[config.mk]
export PLATFORM = sky130hd
export DESIGN_NAME = instruction_fetch_flat
export DESIGN_NICKNAME = d
export VERILOG_FILES = /design/src/rtl/instruction_fetch_if.sv /design/src/rtl/instruction_fetch.sv /design/src/flat_wrapper.sv
export SDC_FILE = /design/constraint.sdc
export NUM_CORES = 1
export LEC_CHECK = 0
export BUFFER_PORTS_ARGS = -buffer_cell sky130_fd_sc_hd__buf_4
export CAP_MARGIN = 20
export CORE_AREA = 2 2 70 85
export CTS_BUF_LIST = sky130_fd_sc_hd__clkbuf_8 sky130_fd_sc_hd__clkbuf_16
export CTS_CLUSTER_SIZE = 8
export DETAILED_ROUTE_END_ITERATION = 10
export DIE_AREA = 0 0 72 87
export PLACE_DENSITY = 0.73
export SLEW_MARGIN = 20
export SYNTH_ARGS = -nofsm -noshare
export SYNTH_HDL_FRONTEND = slang
export SYNTH_SLANG_ARGS = --single-unit
[constraint.sdc]
create_clock -name clk -period 5.1 [get_ports clk]
set_clock_uncertainty 0.2 [all_clocks]
set_input_delay 0.765 -clock clk [delete_from_list [all_inputs] [get_ports clk]]
set_output_delay 0.765 -clock clk [all_outputs]
set_load 0.02 [all_outputs]
[src/rtl/instruction_fetch_if.sv]
// Instruction-memory read bus between the fetch unit and instruction memory.
// master: mem_rd/mem_addr out, mem_rdata/mem_ready in; slave: the mirror image.
interface instruction_fetch_if #(
    parameter int ADDR_W = 8
);
    logic              mem_rd;
    logic [ADDR_W-1:0] mem_addr;
    logic [15:0]       mem_rdata;
    logic              mem_ready;

    modport master (
        output mem_rd,
        output mem_addr,
        input  mem_rdata,
        input  mem_ready
    );

    modport slave (
        input  mem_rd,
        input  mem_addr,
        output mem_rdata,
        output mem_ready
    );
endinterface

[src/rtl/instruction_fetch.sv]
// Instruction-fetch sequencer: owns the PC, reads words over imem and loads the IR.
// Ports: clk, reset_n, fetch_go, branch_valid/addr, imem (master), ir_data, load_ir, pc, busy, fetch_err.
module instruction_fetch #(
    parameter int          ADDR_W   = 8,
    parameter int unsigned RESET_PC = 0,
    parameter int          TIMEOUT  = 15
) (
    input  logic                 clk,
    input  logic                 reset_n,
    input  logic                 fetch_go,
    input  logic                 branch_valid,
    input  logic [ADDR_W-1:0]    branch_addr,
    instruction_fetch_if.master  imem,
    output logic [15:0]          ir_data,
    output logic                 load_ir,
    output logic [ADDR_W-1:0]    pc,
    output logic                 busy,
    output logic                 fetch_err
);

    localparam int CNT_W = (TIMEOUT > 1) ? $clog2(TIMEOUT) : 1;
    localparam logic [CNT_W-1:0]  LAST   = CNT_W'(TIMEOUT - 1);
    localparam logic [ADDR_W-1:0] PC_RST = ADDR_W'(RESET_PC);

    typedef enum logic [1:0] {
        S_IDLE,
        S_WAIT,
        S_LOAD
    } state_t;

    state_t            r_state, w_state;
    logic [ADDR_W-1:0] r_pc, w_pc;
    logic [ADDR_W-1:0] r_addr, w_addr;
    logic              r_rd, w_rd;
    logic [15:0]       r_ir, w_ir;
    logic              r_load, w_load;
    logic              r_err, w_err;
    logic [CNT_W-1:0]  r_cnt, w_cnt;
    logic              r_pend, w_pend;
    logic [ADDR_W-1:0] r_pend_a, w_pend_a;

    // A redirect arriving on the same edge as completion wins over an older one.
    logic              w_redir;
    logic [ADDR_W-1:0] w_redir_a;

    assign w_redir   = branch_valid | r_pend;
    assign w_redir_a = branch_valid ? branch_addr : r_pend_a;

    always_ff @(posedge clk or negedge reset_n) begin
        if (!reset_n) begin
            r_state  <= S_IDLE;
            r_pc     <= PC_RST;
            r_addr   <= PC_RST;
            r_rd     <= 1'b0;
            r_ir     <= '0;
            r_load   <= 1'b0;
            r_err    <= 1'b0;
            r_cnt    <= '0;
            r_pend   <= 1'b0;
            r_pend_a <= '0;
        end else begin
            r_state  <= w_state;
            r_pc     <= w_pc;
            r_addr   <= w_addr;
            r_rd     <= w_rd;
            r_ir     <= w_ir;
            r_load   <= w_load;
            r_err    <= w_err;
            r_cnt    <= w_cnt;
            r_pend   <= w_pend;
            r_pend_a <= w_pend_a;
        end
    end

    always_comb begin
        w_state  = r_state;
        w_pc     = r_pc;
        w_addr   = r_addr;
        w_rd     = r_rd;
        w_ir     = r_ir;
        w_load   = 1'b0;
        w_err    = 1'b0;
        w_cnt    = r_cnt;
        w_pend   = r_pend;
        w_pend_a = r_pend_a;
        unique case (r_state)
            S_IDLE: begin
                if (fetch_go) begin
                    w_addr  = branch_valid ? branch_addr : r_pc;
                    w_rd    = 1'b1;
                    w_cnt   = '0;
                    w_state = S_WAIT;
                end else if (branch_valid) begin
                    w_pc = branch_addr;
                end
            end
            S_WAIT: begin
                if (branch_valid) begin
                    w_pend   = 1'b1;
                    w_pend_a = branch_addr;
                end
                if (imem.mem_ready) begin
                    w_ir    = imem.mem_rdata;
                    w_load  = 1'b1;
                    w_rd    = 1'b0;
                    w_state = S_LOAD;
                    w_pc    = w_redir ? w_redir_a : r_addr + ADDR_W'(1);
                    w_pend  = 1'b0;
                end else if (r_cnt == LAST) begin
                    w_rd    = 1'b0;
                    w_err   = 1'b1;
                    w_state = S_IDLE;
                    w_pend  = 1'b0;
                    if (w_redir) begin
                        w_pc = w_redir_a;
                    end
                end else begin
                    w_cnt = r_cnt + CNT_W'(1);
                end
            end
            S_LOAD: begin
                // The fetch has already retired, so a redirect here lands directly.
                w_state = S_IDLE;
                if (branch_valid) begin
                    w_pc = branch_addr;
                end
            end
            default: begin
                w_state = S_IDLE;
            end
        endcase
    end

    assign imem.mem_rd   = r_rd;
    assign imem.mem_addr = r_addr;
    assign ir_data       = r_ir;
    assign load_ir       = r_load;
    assign pc            = r_pc;
    assign busy          = (r_state != S_IDLE);
    assign fetch_err     = r_err;

endmodule

[src/flat_wrapper.sv]
// flat-port wrapper written by rule: the top's interface ports become plain ports
module instruction_fetch_flat 
#(
    parameter int          ADDR_W   = 8,
    parameter int unsigned RESET_PC = 0,
    parameter int          TIMEOUT  = 15
)
  (clk, reset_n, fetch_go, branch_valid, branch_addr, ir_data, load_ir, pc, busy, fetch_err, imem_mem_rd, imem_mem_addr, imem_mem_rdata, imem_mem_ready);
  instruction_fetch_if #(.ADDR_W(ADDR_W)) imem_i ();
  input  logic clk;
  input  logic reset_n;
  input  logic fetch_go;
  input  logic branch_valid;
  input  logic [ADDR_W-1:0] branch_addr;
  output logic [15:0] ir_data;
  output logic load_ir;
  output logic [ADDR_W-1:0] pc;
  output logic busy;
  output logic fetch_err;
  output wire logic [$bits(imem_i.mem_rd)-1:0] imem_mem_rd;
  output wire logic [$bits(imem_i.mem_addr)-1:0] imem_mem_addr;
  input wire logic [$bits(imem_i.mem_rdata)-1:0] imem_mem_rdata;
  input wire logic [$bits(imem_i.mem_ready)-1:0] imem_mem_ready;
  assign imem_mem_rd = imem_i.mem_rd;
  assign imem_mem_addr = imem_i.mem_addr;
  assign imem_i.mem_rdata = imem_mem_rdata;
  assign imem_i.mem_ready = imem_mem_ready;
  instruction_fetch #(.ADDR_W(ADDR_W), .RESET_PC(RESET_PC), .TIMEOUT(TIMEOUT)) u_core (.clk(clk), .reset_n(reset_n), .fetch_go(fetch_go), .branch_valid(branch_valid), .branch_addr(branch_addr), .imem(imem_i), .ir_data(ir_data), .load_ir(load_ir), .pc(pc), .busy(busy), .fetch_err(fetch_err));
endmodule
==> flow_results.xml, run 1 <==
<?xml version="1.0" encoding="UTF-8"?>
<metrics>
  <group name="status">
    <metric name="outcome" unit="">finished clean</metric>
  </group>
  <group name="logic_synthesis">
    <metric name="netlist_instances" unit="">207</metric>
    <metric name="synth_top_cell_area_share" unit="%">52.2</metric>
    <metric name="yosys-top-cells-area" unit="">sky130_fd_sc_hd__dfrtp_1, sky130_fd_sc_hd__mux2_2, sky130_fd_sc_hd__nand2_1</metric>
    <metric name="synth_seq_cells" unit="">50</metric>
    <metric name="synth.largest_area_cell" unit="">sky130_fd_sc_hd__dfrtp_1</metric>
    <metric name="synth-seq-area-share" unit="%">52.2</metric>
    <metric name="synth_ff_type" unit="">sky130_fd_sc_hd__dfrtp_1</metric>
    <metric name="mappedNetlistArea" unit="sq um">2390</metric>
    <metric name="synth_cell_types" unit="">45</metric>
    <metric name="synth.yosys.warnings" unit="">0</metric>
    <metric name="postSynthAreaPerCell" unit="sq um">11.6</metric>
    <metric name="synth_nets" unit="">239</metric>
    <metric name="synth_enable_flop_cells" unit="">0</metric>
    <metric name="synth-async-reset-ratio" unit="%">100</metric>
  </group>
  <group name="layout">
    <metric name="layout.area.seq" unit="sq um">1250</metric>
    <metric name="final_layout_size_suffix_gt1_share" unit="%">38.3</metric>
    <metric name="ant_cells" unit="">0</metric>
    <metric name="area_growth_from_synthesis_to_final_layout" unit="%">24.8</metric>
    <metric name="combined_area_of_the_multi_input_logic_cells" unit="sq um">1080</metric>
    <metric name="net_count_of_the_finished_layout" unit="">301</metric>
    <metric name="postLayoutCoreUtil" unit="%">54.2</metric>
    <metric name="n_fill_cell" unit="">493</metric>
    <metric name="number_of_standard_cells_in_the_final_layout_excluding_fillers" unit="">333</metric>
  </group>
  <group name="global_route">
    <metric name="grt.overflow.total" unit="">0</metric>
    <metric name="grt_antenna_before_repair" unit="">0</metric>
    <metric name="global_route_wire_length_before_repair" unit="mm">9.18</metric>
    <metric name="grt_pass1_vias" unit="">1920</metric>
    <metric name="track_usage" unit="%">18.8</metric>
    <metric name="maximum_number_of_pins_on_one_net_before_global_route_repair" unit="">51</metric>
  </group>
  <group name="setup_path">
    <metric name="timing.rr.end" unit="">u_core.ir_data[12]$_DFFE_PN0P_</metric>
    <metric name="arrival" unit="ns">1.14</metric>
    <metric name="crit-reg2reg-launch" unit="">u_core.r_state[1]$_DFFE_PN0P_</metric>
    <metric name="worstPathRequired" unit="ns">4.14</metric>
    <metric name="worst_setup_path_startpoint" unit="">u_core.r_state[0]$_DFFE_PN0P_</metric>
    <metric name="worstPathCellList" unit="">nor2_1 -&gt; inv_1 -&gt; buf_4</metric>
    <metric name="critPathBufInv" unit="">2</metric>
    <metric name="path_class" unit="">reg -&gt; out</metric>
    <metric name="highest_net_fanout_along_the_worst_path" unit="">5</metric>
    <metric name="highest_delay_cell_along_the_critical_path" unit="">sky130_fd_sc_hd__dfrtp_1</metric>
    <metric name="critical_path_depth" unit="">3</metric>
    <metric name="worst_path_dominant_cell_family" unit="">flip-flops</metric>
    <metric name="cpPeakStageDelay" unit="ns">0.43</metric>
    <metric name="worstSetupEndpoint" unit="">busy</metric>
    <metric name="worstSetupStartpointType" unit="">flop</metric>
    <metric name="timing.reg2reg.setup_slack" unit="ns">3.06</metric>
    <metric name="worst_r2r_path_depth" unit="">3</metric>
    <metric name="timing.critical_path.to_type" unit="">output pin</metric>
  </group>
  <group name="timing">
    <metric name="final.setup.tns" unit="ns">0</metric>
    <metric name="final_hold_viol_count" unit="">0</metric>
    <metric name="maxClockFrequency" unit="MHz">475</metric>
    <metric name="worst_case_headroom_to_the_max_slew_limit" unit="%">48.8</metric>
    <metric name="rsz_0062_raised_after_global_routing" unit="">no</metric>
    <metric name="fin_worst_hold_slack" unit="ns">0.266</metric>
    <metric name="timing.final.setup_violations" unit="">0</metric>
    <metric name="final_max_slew_viol_count" unit="">0</metric>
    <metric name="min_period" unit="ns">2.11</metric>
    <metric name="final_min_period_over_clock_period" unit="%">41.3</metric>
    <metric name="worst_pin_slew" unit="ns">0.768</metric>
  </group>
  <group name="floorplanning">
    <metric name="fp.dieArea" unit="sq um">6260</metric>
    <metric name="count_of_pins_on_the_block_boundary" unit="">65</metric>
    <metric name="standard_cell_core_area" unit="sq um">5520</metric>
    <metric name="initial_utilization" unit="%">43.4</metric>
    <metric name="placementRows" unit="">30</metric>
    <metric name="die-height" unit="microns">87</metric>
    <metric name="fp.dieW" unit="microns">72</metric>
  </group>
  <group name="detailed_routing">
    <metric name="wire_per_inst" unit="microns">16.0</metric>
    <metric name="firstDrtPassIters" unit="">4</metric>
    <metric name="drt.antenna.violating_nets" unit="">0</metric>
    <metric name="route.final.wire_length" unit="mm">5.32</metric>
    <metric name="drc_errors" unit="">0</metric>
    <metric name="viasPerCell" unit="">5.61</metric>
    <metric name="num_vias" unit="">1869</metric>
    <metric name="drtIter0Drc" unit="">135</metric>
  </group>
  <group name="power_and_ir_drop">
    <metric name="ir_drop" unit="mV">0.259</metric>
    <metric name="power.leakage" unit="nW">1.38</metric>
    <metric name="p_per_area" unit="nW/um^2">580</metric>
  </group>
  <group name="min_path">
    <metric name="hp-class" unit="">in -&gt; async</metric>
  </group>
  <group name="cts">
    <metric name="postCtsHoldBufs" unit="">0</metric>
    <metric name="htreeDepth" unit="">2</metric>
    <metric name="ctsResizeCount" unit="">0</metric>
    <metric name="numCtsBuffers" unit="">5</metric>
    <metric name="clk_latency" unit="ns">0.30</metric>
    <metric name="cts_setup_buffers" unit="">0</metric>
    <metric name="clk_transition_reported_paths" unit="ns">0.09</metric>
    <metric name="ctsRootBufferMaster" unit="">sky130_fd_sc_hd__clkbuf_8</metric>
    <metric name="clkSinkCount" unit="">50</metric>
    <metric name="clock_path_buffers" unit="">2</metric>
    <metric name="cts_tree" unit="">built</metric>
  </group>
  <group name="place">
    <metric name="port-buffer-count" unit="">64</metric>
    <metric name="final_hpwl_from_detailed_placement" unit="mm">3.81</metric>
    <metric name="place.gp.congestion" unit="">0.907</metric>
    <metric name="place.detailed.instances" unit="">326</metric>
  </group>
  <group name="job">
    <metric name="count_of_max_cap_constraint_violations" unit="">0</metric>
  </group>
</metrics>
==> per-layer routing <==
layer | track usage, % | share of wire [%] | vias to the layer above | wire length [microns]
li1 | - | - | 878 | -
met1 | 26.0 | 44 | 918 | 2350
met2 | 28.9 | 47 | 65 | 2500
met3 | 4.86 | 7.0 | 8 | 371
met4 | 6.69 | 1.7 | 0 | 92
met5 | 0 | 0 | - | 0
==> worst min path at each step <==
stage	slack, ns	cells after the start	startpoint	end
after floorplan	0.27	0	reset_n	u_core.fetch_err$_DFF_PN0_
after global placement	0.28	1	u_core.r_pend_a[6]$_DFFE_PN0P_	u_core.r_pend_a[6]$_DFFE_PN0P_
after detailed placement	0.30	1	u_core.r_pend_a[6]$_DFFE_PN0P_	u_core.r_pend_a[6]$_DFFE_PN0P_
after CTS	0.29	1	reset_n	u_core.ir_data[7]$_DFFE_PN0P_
after global routing	0.33	1	reset_n	u_core.ir_data[7]$_DFFE_PN0P_
final	0.27	1	reset_n	u_core.r_pend_a[7]$_DFFE_PN0P_
==> cell usage after synthesis, drive strengths merged, types with 4 or more instances <==
cell type / number
nor2: 10
inv: 4
nor3: 4
dfrtp: 50
buf: 6
xor2: 5
o21ai: 11
and2: 5
nand3: 7
a21oi: 5
and3: 5
mux2: 24
nand2: 18
a221o: 4
mux2i: 6
==> per-stage QoR <==
stage	setup slack, ns	power [W]	area (sq um)
global placement	2.80	0.00150	2910
detailed placement	2.76	0.00152	2910
floorplan	3.05	0.00119	2390
CTS	2.96	0.00175	2990
finish	2.99	0.00173	2990
global route	2.91	0.00186	2990
==> sequential cells by signal (all words and copies together), names as in the netlist <==
name                  cells
u_core.ir_data           16
u_core.imem.mem_addr      8
u_core.pc                 8
u_core.r_pend_a           8
u_core.r_cnt              4
u_core.r_state            2
u_core.fetch_err          1
u_core.imem.mem_rd        1
u_core.load_ir            1
u_core.r_pend             1
==> placed cells by master, fill, tap and decap left out, types with 2 or more instances in the layout <==
cell type / netlist / layout
sky130_fd_sc_hd__clkbuf_8: 0 / 5
sky130_fd_sc_hd__and3_1: 5 / 5
sky130_fd_sc_hd__a221o_1: 4 / 4
sky130_fd_sc_hd__a2bb2oi_1: 3 / 3
sky130_fd_sc_hd__xor2_1: 5 / 5
sky130_fd_sc_hd__a21oi_1: 5 / 5
sky130_fd_sc_hd__mux2i_1: 6 / 6
sky130_fd_sc_hd__nand4_1: 2 / 2
sky130_fd_sc_hd__mux2_2: 24 / 24
sky130_fd_sc_hd__nor2b_1: 2 / 2
sky130_fd_sc_hd__or3_1: 3 / 3
sky130_fd_sc_hd__a211o_1: 2 / 2
sky130_fd_sc_hd__a31oi_1: 2 / 2
sky130_fd_sc_hd__clkinvlp_4: 0 / 2
sky130_fd_sc_hd__o22a_1: 3 / 3
sky130_fd_sc_hd__ha_1: 3 / 3
sky130_fd_sc_hd__a211oi_1: 2 / 2
sky130_fd_sc_hd__dfrtp_1: 50 / 50
sky130_fd_sc_hd__nor3_1: 3 / 3
sky130_fd_sc_hd__and2_1: 5 / 5
sky130_fd_sc_hd__and4_1: 2 / 2
sky130_fd_sc_hd__nand2_1: 18 / 18
sky130_fd_sc_hd__nand3_1: 7 / 7
sky130_fd_sc_hd__nor2_1: 10 / 10
sky130_fd_sc_hd__inv_1: 4 / 4
sky130_fd_sc_hd__buf_4: 1 / 64
sky130_fd_sc_hd__o21ai_0: 11 / 11
==> where the power goes <==
group | switching [W] | internal, W | total, W
Combinational | 0.000400 | 0.000374 | 0.000774
Sequential | 0.000160 | 0.000575 | 0.000735
Clock | 0.000132 | 0.0000939 | 0.000225
Total | 0.000691 | 0.00104 | 0.00173
==> cell families (layout without fill, tap and decap cells) <==
kind of cell             count (synthesis)  in the layout  share of synthesized area [%]
AO/OA/AOI/OAI                           39             39                           12.0
XOR/XNOR                                 5              5                           1.83
adder cells (fa/ha/maj)                  3              3                           1.57
buffers and inverters                   13             75                           2.72
flip-flops                              50             50                           52.2
multiplexers                            30             30                           13.8
AND/OR/NAND/NOR                         67             67                           15.9
==> area by class of cell <==
type,instances,area share (%)
clock buffer,5,2.30
clock inverter,2,0.502
inverter,4,0.502
multi-input combinational,144,36.1
sequential,50,41.9
tap,64,2.68
timing repair buffer,64,16.1
Note: power is estimated with default switching activity, not from simulation.
==> inputs of run 2 (changes only) <==
==> constraint.sdc (replaced) <==
create_clock -name clk -period 1.95 [get_ports clk]
set_clock_uncertainty 0.2 [all_clocks]
set_input_delay 0.2925 -clock clk [delete_from_list [all_inputs] [get_ports clk]]
set_output_delay 0.2925 -clock clk [all_outputs]
set_load 0.02 [all_outputs]
==> flow_results.xml, run 2 (synthesis gave the netlist of run 1 again) <==
<?xml version="1.0" encoding="UTF-8"?>
<metrics>
  <group name="global_route">
    <metric name="gr_layer_usage_met3" unit="%">5.32</metric>
    <metric name="track_usage" unit="%">18.8</metric>
    <metric name="grt.busiest_layer" unit="">met2</metric>
    <metric name="grt_antenna_before_repair" unit="">0</metric>
    <metric name="grt.overflow.total" unit="">0</metric>
    <metric name="globalRouteMet2Util" unit="%">30.6</metric>
    <metric name="grt_pass1_vias" unit="">1939</metric>
    <metric name="maximum_number_of_pins_on_one_net_before_global_route_repair" unit="">51</metric>
    <metric name="global_route_wire_length_before_repair" unit="mm">9.11</metric>
    <metric name="met1_track_usage_gr" unit="%">23.6</metric>
  </group>
  <group name="setup_path">
    <metric name="highest_delay_cell_along_the_critical_path" unit="">sky130_fd_sc_hd__dfrtp_1</metric>
    <metric name="arrival" unit="ns">1.83</metric>
    <metric name="worstPathRequired" unit="ns">1.94</metric>
    <metric name="worstSetupStartpointType" unit="">flop</metric>
    <metric name="cpPeakStageDelay" unit="ns">0.38</metric>
    <metric name="worst_r2r_path_depth" unit="">6</metric>
    <metric name="timing.reg2reg.setup_slack" unit="ns">0.11</metric>
    <metric name="path_class" unit="">reg -&gt; reg</metric>
    <metric name="timing.critical_path.to_type" unit="">flop</metric>
    <metric name="crit-reg2reg-launch" unit="">u_core.r_cnt[0]$_DFFE_PN0P_</metric>
    <metric name="timing.rr.end" unit="">u_core.pc[7]$_DFFE_PN0P_</metric>
    <metric name="highest_net_fanout_along_the_worst_path" unit="">7</metric>
    <metric name="worstPathCellList" unit="">inv_1 -&gt; ha_1 -&gt; a31oi_2 -&gt; nor3_4 -&gt; a21oi_2 -&gt; a221o_1</metric>
  </group>
  <group name="cts">
    <metric name="htreeDepth" unit="">2</metric>
    <metric name="clock_path_buffers" unit="">2</metric>
    <metric name="clkSinkCount" unit="">50</metric>
    <metric name="ctsRootBufferMaster" unit="">sky130_fd_sc_hd__clkbuf_8</metric>
    <metric name="numCtsBuffers" unit="">5</metric>
    <metric name="clk_transition_reported_paths" unit="ns">0.09</metric>
    <metric name="clk_latency" unit="ns">0.30</metric>
    <metric name="cts_tree" unit="">built</metric>
  </group>
  <group name="job">
    <metric name="count_of_max_cap_constraint_violations" unit="">0</metric>
  </group>
  <group name="power_and_ir_drop">
    <metric name="p_total" unit="W">0.00501</metric>
    <metric name="ir_drop" unit="mV">0.778</metric>
    <metric name="p_per_area" unit="nW/um^2">1550</metric>
    <metric name="power.leakage" unit="nW">1.51</metric>
  </group>
  <group name="timing">
    <metric name="min_period" unit="ns">1.84</metric>
    <metric name="worst_case_headroom_to_the_max_slew_limit" unit="%">57.5</metric>
    <metric name="final_min_period_over_clock_period" unit="%">94.2</metric>
    <metric name="maxClockFrequency" unit="MHz">545</metric>
    <metric name="final.setup.tns" unit="ns">0</metric>
    <metric name="worst_pin_slew" unit="ns">0.637</metric>
    <metric name="rsz_0062_raised_after_global_routing" unit="">no</metric>
    <metric name="timing.final.setup_violations" unit="">0</metric>
    <metric name="final_hold_viol_count" unit="">0</metric>
    <metric name="final_max_slew_viol_count" unit="">0</metric>
  </group>
  <group name="min_path">
    <metric name="endpoint_of_the_worst_hold_path" unit="">u_core.ir_data[12]$_DFFE_PN0P_</metric>
    <metric name="hold_path_start" unit="">imem_mem_rdata[12]</metric>
    <metric name="hp-class" unit="">in -&gt; reg</metric>
    <metric name="hold_depth" unit="">2</metric>
  </group>
  <group name="status">
    <metric name="outcome" unit="">finished clean</metric>
  </group>
  <group name="layout">
    <metric name="layout_common_cells" unit="">sky130_fd_sc_hd__buf_4, sky130_fd_sc_hd__dfrtp_1, sky130_fd_sc_hd__mux2_2</metric>
    <metric name="number_of_standard_cells_in_the_final_layout_excluding_fillers" unit="">353</metric>
    <metric name="postLayoutCoreUtil" unit="%">58.6</metric>
    <metric name="finalInstanceArea" unit="sq um">3230</metric>
    <metric name="ant_cells" unit="">0</metric>
    <metric name="area_growth_from_synthesis_to_final_layout" unit="%">35.0</metric>
    <metric name="number_of_flip_flops_in_the_largest_register" unit="">16</metric>
    <metric name="final_layout_size_suffix_gt1_share" unit="%">40.5</metric>
    <metric name="net_count_of_the_finished_layout" unit="">320</metric>
    <metric name="layout_commonest_cell" unit="">sky130_fd_sc_hd__buf_4</metric>
  </group>
  <group name="floorplanning">
    <metric name="count_of_pins_on_the_block_boundary" unit="">65</metric>
    <metric name="fp.dieArea" unit="sq um">6260</metric>
    <metric name="die-height" unit="microns">87</metric>
    <metric name="standard_cell_core_area" unit="sq um">5520</metric>
    <metric name="initial_utilization" unit="%">43.4</metric>
    <metric name="placementRows" unit="">30</metric>
    <metric name="fp.dieW" unit="microns">72</metric>
  </group>
  <group name="place">
    <metric name="place.detailed.instances" unit="">336</metric>
    <metric name="post_dp_area" unit="sq um">2990</metric>
    <metric name="final_hpwl_from_detailed_placement" unit="mm">4.10</metric>
    <metric name="port-buffer-count" unit="">64</metric>
    <metric name="place.gp.congestion" unit="">0.939</metric>
  </group>
  <group name="detailed_routing">
    <metric name="drc_errors" unit="">0</metric>
    <metric name="route.final.wire_length" unit="mm">5.73</metric>
    <metric name="viasPerCell" unit="">5.59</metric>
    <metric name="drt.antenna.violating_nets" unit="">0</metric>
    <metric name="wire_per_inst" unit="microns">16.2</metric>
    <metric name="num_vias" unit="">1973</metric>
    <metric name="firstDrtPassIters" unit="">5</metric>
    <metric name="drtIter0Drc" unit="">142</metric>
  </group>
</metrics>
==> run 2: cell types whose count changed in the layout (fill, tap and decap cells not counted), sizes merged <==
cell	change
buf	+11
dlygate4sd3	+8
bufinv	+2
clkinvlp	-2
clkbuf	+1
==> run 2: metrics by stage <==
stage / hold slack, ns / setup slack, ns
floorplan: -0.203 / 0.158
global route: 0.00137 / 0.0220
finish: 0.0126 / 0.113
detailed placement: 0.158 / 0.0952
global placement: 0.163 / 0.142
CTS: 0.00129 / 0.0739
==> run 2: worst max path at each step <==
stage	start	slack, ns	cells after the start	endpoint
after global routing	u_core.r_cnt[0]$_DFFE_PN0P_	0.02	6	u_core.pc[6]$_DFFE_PN0P_
after floorplan	u_core.r_cnt[0]$_DFFE_PN0P_	0.16	6	u_core.r_cnt[3]$_DFFE_PN0P_
after CTS	u_core.r_cnt[0]$_DFFE_PN0P_	0.07	6	u_core.pc[7]$_DFFE_PN0P_
after detailed placement	u_core.r_cnt[0]$_DFFE_PN0P_	0.1	6	u_core.pc[3]$_DFFE_PN0P_
final	u_core.r_cnt[0]$_DFFE_PN0P_	0.11	6	u_core.pc[7]$_DFFE_PN0P_
after global placement	u_core.r_cnt[0]$_DFFE_PN0P_	0.14	6	u_core.pc[4]$_DFFE_PN0P_
==> run 2: final cells by class <==
cell class / count / area, sq um
repair buffers: 83 / 656
fillers: 462 / 2290
clock inverters: 2 / 60.1
flip-flops and latches: 50 / 1250
inverters: 4 / 15.0
well taps: 64 / 80.1
multi-input cells: 144 / 1090
clock buffers: 6 / 82.6
==> run 2: repair_timing <==
action / in CTS / in global routing
hold buffers: 1 / 7
buffers inserted: 0 / 1
endpoints found under the hold margin: 50 / 7
gates resized for setup: 0 / 2
endpoints found under the setup margin: 0 / 3
==> run 2: power by group <==
| group | switching [W] | internal (W) | total [W] |
|---|---|---|---|
| Clock | 0.000341 | 0.000547 | 0.000888 |
| Sequential | 0.000370 | 0.00151 | 0.00188 |
| Combinational | 0.00115 | 0.00110 | 0.00225 |
| Total | 0.00186 | 0.00315 | 0.00501 |
==> run 2: per-layer routing <==
layer	routed length (microns)	up-vias
li1	-	920
met1	2410	972
met2	2850	72
met3	380	9
met4	96	0
met5	0	-
==> run 2: worst max-delay path: cells and delay by family, from the launching register on <==
family / cells / cell delay (ns)
AND/OR/NAND/NOR: 1 / 0.29
flip-flops: 1 / 0.38
buffers and inverters: 1 / 0.06
adder cells (fa/ha/maj): 1 / 0.19
AO/OA/AOI/OAI: 3 / 0.61
